<file path="src/rtl/arb_pkg.sv">
// Shared types and constants for the two-source 16-bit round-robin arbiter.
package arb_pkg;

  localparam int unsigned DATA_W        = 16;
  localparam int unsigned MAX_BURST_DEF = 4;

  typedef enum logic {
    GRANT_A = 1'b0,
    GRANT_B = 1'b1
  } grant_e;

endpackage

</file>
<file path="src/rtl/mux_16.sv">
// 2:1 16-bit datapath mux; select 0 picks a, 1 picks b.
module mux_16 (
  input  logic [15:0] i_a,
  input  logic [15:0] i_b,
  input  logic        i_select,
  output logic [15:0] o_y
);

  assign o_y = i_select ? i_b : i_a;

endmodule

</file>
<file path="src/rtl/mux_16_arbiter.sv">
// Round-robin arbiter sharing one 16-bit channel between sources A and B,
// with a burst limit and a 1-deep registered valid/ready output stage.
module mux_16_arbiter
  import arb_pkg::*;
#(
  parameter int unsigned WIDTH     = DATA_W,
  parameter int unsigned MAX_BURST = MAX_BURST_DEF
) (
  input  logic             clk,
  input  logic             rst,
  input  logic             a_valid,
  input  logic [WIDTH-1:0] a_data,
  output logic             a_ready,
  input  logic             b_valid,
  input  logic [WIDTH-1:0] b_data,
  output logic             b_ready,
  output logic             out_valid,
  output logic [WIDTH-1:0] out_data,
  input  logic             out_ready,
  output logic             select
);

  localparam int unsigned     CNT_W    = (MAX_BURST > 1) ? $clog2(MAX_BURST) : 1;
  localparam logic [CNT_W-1:0] CNT_LAST = CNT_W'(MAX_BURST - 1);

  grant_e             r_state;
  grant_e             w_state_nxt;
  grant_e             w_flip;
  logic [CNT_W-1:0]   r_cnt;
  logic [CNT_W-1:0]   w_cnt_nxt;
  logic               r_out_valid;
  logic [WIDTH-1:0]   r_out_data;
  logic               w_load;
  logic               w_xfer;
  logic               w_gnt_valid;
  logic               w_oth_valid;
  logic [DATA_W-1:0]  w_mux;

  // Output stage can take a word when empty or draining this cycle.
  assign w_load  = ~r_out_valid | out_ready;
  assign a_ready = w_load & (r_state == GRANT_A) & ~rst;
  assign b_ready = w_load & (r_state == GRANT_B) & ~rst;
  assign w_xfer  = (a_valid & a_ready) | (b_valid & b_ready);

  assign w_gnt_valid = (r_state == GRANT_A) ? a_valid : b_valid;
  assign w_oth_valid = (r_state == GRANT_A) ? b_valid : a_valid;
  assign w_flip      = (r_state == GRANT_A) ? GRANT_B : GRANT_A;

  assign select    = r_state;
  assign out_valid = r_out_valid;
  assign out_data  = r_out_data;

  mux_16 u_mux (
    .i_a      (a_data),
    .i_b      (b_data),
    .i_select (select),
    .o_y      (w_mux)
  );

  always_ff @(posedge clk) begin
    if (rst) begin
      r_state <= GRANT_A;
      r_cnt   <= '0;
    end else begin
      r_state <= w_state_nxt;
      r_cnt   <= w_cnt_nxt;
    end
  end

  // Grant update; a stalled granted source keeps both grant and burst count.
  always_comb begin
    w_state_nxt = r_state;
    w_cnt_nxt   = '0;
    if (w_xfer) begin
      if (r_cnt == CNT_LAST) begin
        if (w_oth_valid) w_state_nxt = w_flip;
      end else begin
        w_cnt_nxt = r_cnt + CNT_W'(1);
      end
    end else if (!w_gnt_valid && w_oth_valid) begin
      w_state_nxt = w_flip;
    end else if (w_gnt_valid && !w_load) begin
      w_cnt_nxt = r_cnt;
    end
  end

  always_ff @(posedge clk) begin
    if (rst) begin
      r_out_valid <= 1'b0;
      r_out_data  <= '0;
    end else if (w_xfer) begin
      r_out_valid <= 1'b1;
      r_out_data  <= w_mux;
    end else if (out_ready) begin
      r_out_valid <= 1'b0;
    end
  end

endmodule
</file>
<file path="config.mk">
export PLATFORM = sky130hd
export DESIGN_NAME = mux_16_arbiter
export DESIGN_NICKNAME = d
export VERILOG_FILES = /design/src/rtl/arb_pkg.sv /design/src/rtl/mux_16.sv /design/src/rtl/mux_16_arbiter.sv
export SDC_FILE = /design/constraint.sdc
export NUM_CORES = 1
export LEC_CHECK = 0
export BUFFER_PORTS_ARGS = -buffer_cell sky130_fd_sc_hd__buf_2
export CORE_UTILIZATION = 47
export CTS_CLUSTER_DIAMETER = 120
export DETAILED_ROUTE_END_ITERATION = 6
export PLACE_DENSITY_LB_ADDON = 0.25
export SETUP_SLACK_MARGIN = 0.15
export SLEW_MARGIN = 25
export SYNTH_ARGS = -nofsm -noshare
export SYNTH_HDL_FRONTEND = slang
export SYNTH_SLANG_ARGS = --single-unit
</file>
<file path="constraint.sdc">
create_clock -name clk -period 3.5 [get_ports clk]
set_input_delay 0 -clock clk [delete_from_list [all_inputs] [get_ports clk]]
set_output_delay 0 -clock clk [all_outputs]
set_load 0.02 [all_outputs]
</file>
# == Word level (Yosys, flattened, before mapping) ==
# Index checks and enable logic that the tools add are counted.
# totals
romBits,0
regBits,20
wordCells,41
inputBits,37
n_memories,0
latchBits,0
output_inout_bits,20
ramBits,0
# op_classes
n_eq_ne,4
div_mod_pow,0
reduce_logical,7
multipliers,0
shift,0
mux,14
add_sub_neg,1
n_lt_le_gt_ge,0
n_bitwise,11
# op_table
op,count
16-bit 2-to-1 mux,1
1-bit 2-to-1 mux,9
2-bit 2-to-1 mux,4
1-bit bitwise AND,6
"2-bit by 1-bit != test with 1-bit output, second input constant",2
2-bit nonzero test,2
"3-bit != test, second input constant",1
1-bit NOT,3
3-bit AND reduction,1
"2-bit by 1-bit adder with 2-bit output, second input constant",1
"2-bit == test, second input constant",1
1-bit logical AND,2
1-bit logical NOT,2
1-bit OR,2

# == Longest topological paths before layout ==
# depth
word_depth,8
depth_mapped,6

# == By module ==
# A second synthesis with hierarchy kept.
# hier_totals
hier_cells,115
hier_area_um2,1181.1
# by_module_without_submodules
module,area_each_um2,instances,cells_per_inst
mux_16_arbiter,932.1,1,97
mux_16,249.0,1,18

# == Least setup slack after synthesis ==
# No wires, ideal clock.
# synth_path
path_type,flip-flop to flip-flop
startpoint,"register r_state, in the netlist select"
endpoint,"register r_out_data[10], in the netlist out_data[10]"
period_less_slack_ps,1490
setup_slack_ps,2010
arrival_time_ps,1430
stages_incl_launch_ff,7
setup_time_ps,60
cell_sequence,dfxtp_1 > buf_4 > mux2i_2 > buf_4 > buf_2 > o211ai_1 > nand2_1
# synth_between
elab_chain_len,5
# synth_rtl
item,line,rtl
"start, declared",mux_16_arbiter.sv:26,grant_e r_state;
"start signal, assigned",mux_16_arbiter.sv:65,r_state <= w_state_nxt;
1-bit NOT,n/a,
1-bit bitwise AND (2 in series),mux_16_arbiter.sv:41,assign a_ready = w_load & (r_state == GRANT_A) & ~rst;
1-bit bitwise AND,mux_16_arbiter.sv:43,assign w_xfer = (a_valid & a_ready) | (b_valid & b_ready);
1-bit OR,mux_16_arbiter.sv:43,
"end signal, assigned",mux_16_arbiter.sv:93,r_out_data <= w_mux;
"end, declared",mux_16_arbiter.sv:32,logic [WIDTH-1:0] r_out_data;
# Parallel ways exist; a longest one is shown, timed or not.
# A chain may end at the register's enable or synchronous reset.

# == Worst setup path in the final report ==
# layout_path
startpoint,"register r_state, in the netlist select"
endpoint,"register r_out_data[6], in the netlist out_data[6]"
# Same word-level chain as after synthesis.

==> impl_metrics.env <==
export IMPL_hold_buffers=0
export IMPL_grt_overflow=0
export IMPL_relSlewSlack=0.499
export IMPL_die_h_um=49.3
export IMPL_worst_setup_path_end_kind="flip-flop"
export IMPL_post_cts_buffers=0
export IMPL_status="finished, final reports clean"
export IMPL_critical_path_cell_chain="buf_4 -> mux2i_4 -> buf_4 -> o211ai_1 -> nand2_1"
export IMPL_port_buffers=56
export IMPL_worst_path_buf_inv=2
export IMPL_finalSetupTns_ns=0
export IMPL_yosys_cell_count_top_type="dfxtp_1"
export IMPL_grt_usage=0.206
export IMPL_async_reset_ff_frac=0
export IMPL_cpPeakStageDelay_ns=0.72
export IMPL_nFillCells=192
export IMPL_ant_nets=0
export IMPL_routed_wl_um=2410
export IMPL_fmax_mhz=541
export IMPL_antenna_found_initial=0
export IMPL_place_congestion=0.698
export IMPL_finalHoldViolations=0
export IMPL_grt_max_degree=36
export IMPL_crit_type="flip-flop to flip-flop"
export IMPL_design_area_sq_um=1390
export IMPL_r2r_start="select$_SDFFE_PP0P_"
export IMPL_synth_top_area_share=0.380
export IMPL_drt_iter0_markers=3
export IMPL_post_drt_wl_per_cell_um=12.6
export IMPL_period_minus_slack_ns=1.85
export IMPL_drt_first_pass_iters=4
export IMPL_worstSetupStartpoint="select$_SDFFE_PP0P_"
export IMPL_viasPerCell=5.44
export IMPL_synth_common_cells="dfxtp_1 (20), nand2_1 (18), mux2i_1 (17)"
export IMPL_cts_root_buf="clkbuf_4"
export IMPL_worstHoldStart="b_valid"
export IMPL_cts_max_level=1
export IMPL_avgSynthCellArea_sq_um=9.15
export IMPL_synth_distinct_cells=22
export IMPL_post_place_ws_ns=1.70
export IMPL_finClkSkew_ns=0.0135
export IMPL_core_area_sq_um=2040
export IMPL_synthFlopType="dfxtp_1"
export IMPL_fin_crit_sh=0.528
export IMPL_hold_end="select$_SDFFE_PP0P_"
export IMPL_drive_gt1_frac=0.400
export IMPL_leakage_nw=0.695
export IMPL_cp_data_required_time_ns=3.75
export IMPL_area_delta_synth_final_pct=32.2
export IMPL_post_cts_resized=0
export IMPL_cp_top_family="multiplexers"
export IMPL_diodes=0
export IMPL_clockBufferDepth=2
export IMPL_path_common_cell="buf_4"
export IMPL_ys_seq_area_frac=0.380
export IMPL_row_count=16
export IMPL_fin_ws_ns=1.65
export IMPL_synthTopCellsByArea="dfxtp_1 (38%), mux2i_1 (16%), o211ai_1 (11%)"
export IMPL_reg2reg_slack_ns=1.65
export IMPL_synthesis_nets=153
export IMPL_die_area_sq_um=2430
export IMPL_dpl_cell_area_sq_um=1330
export IMPL_clock_sinks=20
export IMPL_start_util=0.515
export IMPL_tightest_slew_ns=0.736
export IMPL_critPathArrivalTime_ns=2.10
export IMPL_whs_path_depth=3
export IMPL_synth_edf_count=0
export IMPL_synth_cell_area_sq_um=1050
export IMPL_first_global_vias=937
export IMPL_hp_class="input port to flip-flop"
export IMPL_syn_inst=115
export IMPL_grt_pass1_wl_um=3880
export IMPL_reg2reg_to="out_data[6]$_SDFFE_PP0P_"
export IMPL_r2r_worst_path_cells=5
export IMPL_ir_drop_v=0.000435
export IMPL_setup_viol=0
export IMPL_cp_max_fo=30
export IMPL_place_hpwl_um=1650
export IMPL_critical_path_depth=5
export IMPL_die_x_um=49.3
export IMPL_fin_nets=204
export IMPL_drc=0
export IMPL_dr_total_vias=1045
export IMPL_pwr_density_cell_nw_per_um2=417
export IMPL_critPathSlowestCell="mux2i_4"
export IMPL_yosys_warnings=0
export IMPL_ios=57
export IMPL_path_clk_slew_ns=0.11
export IMPL_cts_buffers=3
export IMPL_finalMaxSlewViolations=0
export IMPL_cts_tree="built"
export IMPL_rsz0062_at_grt="false"
export IMPL_crit_path_start_kind="flip-flop"
export IMPL_cap_violations=0
export IMPL_synth_seq_cells=20
export IMPL_clock_latency_ns=0.31
export IMPL_yosys_area_top_type="dfxtp_1"
worst max-delay path by stage:
stage / end / slack (ns)
final: out_data[6]$_SDFFE_PP0P_ / 1.65
after global routing: out_data[6]$_SDFFE_PP0P_ / 1.56
after CTS: a_ready / 1.65
after detailed placement: out_data[7]$_SDFFE_PP0P_ / 1.70
after global placement: out_data[7]$_SDFFE_PP0P_ / 1.39
after floorplan: out_data[10]$_SDFFE_PP0P_ / 2.01
kinds of logic (layout without fill, tap and decap cells):
logic type / after synthesis / count (layout) / synth area share
buffers and inverters: 14 / 64 / 0.0666
AND/OR/NAND/NOR: 41 / 41 / 0.220
multiplexers: 18 / 18 / 0.175
adder cells (fa/ha/maj): 1 / 1 / 0.0119
flip-flops: 20 / 20 / 0.380
AO/OA/AOI/OAI: 21 / 21 / 0.146
layer usage:
layer  wire length (um)  up-vias  part of all wire  global-route usage
met1               1100      476              0.45               0.242
li1                   -      530                 -                   -
met4                 51        0             0.021               0.103
met3                109        4             0.045              0.0343
met5                  0        -                 0                   0
met2               1150       35              0.48               0.356
metrics by stage:
stage | instances | util | power [mW] | hold WS (ns)
2_1_floorplan | 115 | - | 0.346 | 0.166
3_3_place_gp | 188 | 0.649 | 0.390 | 0.330
3_5_place_dp | 188 | 0.653 | 0.395 | 0.365
4_1_cts | 192 | 0.679 | 0.583 | 0.0395
5_1_grt | 192 | 0.681 | 0.605 | 0.0581
6_report | 192 | 0.681 | 0.581 | 0.0513
report_power, final:
part	leakage, nW	switching, mW	internal (mW)
sequential	0.165	0.00907	0.247
clock	0.0279	0.0745	0.116
combinational	0.502	0.0776	0.0573
total	0.695	0.161	0.420
worst reg2reg max path: stages (launching register included):
cell	delay, ns
dfxtp_1	0.32
buf_4	0.32
mux2i_4	0.72
buf_4	0.25
o211ai_1	0.09
nand2_1	0.09
layout make-up:
cell class                      instances  area, sq um  area share
Clock inverter                          1         30.0      0.0216
Timing Repair Buffer                   59          303       0.218
Inverter                                1         3.75     0.00270
Sequential cell                        20          400       0.288
Tap cell                               27         33.8      0.0243
Multi-Input combinational cell         81          598       0.430
Clock buffer                            3         22.5      0.0162
cell usage in the layout (no fill, tap or decap):
cell type / instances
bufinv_16: 1
inv_2: 1
clkbuf_4: 3
o21bai_1: 1
nor2b_4: 1
a31oi_1: 1
or4_1: 16
mux2i_4: 1
buf_2: 56
buf_4: 3
nand2_1: 18
nor3_1: 2
a21oi_1: 1
dfxtp_1: 20
a211oi_1: 1
mux2i_1: 17
a21o_1: 1
and3_1: 1
nand2b_1: 1
ha_1: 1
o211ai_1: 16
nand4b_1: 1
or3_1: 1
flip-flops by register name, summed over array words and instances, names as in the netlist:
signal,count
out_data,16
r_cnt,2
out_valid,1
select,1
(Power assumes the default switching activity.)
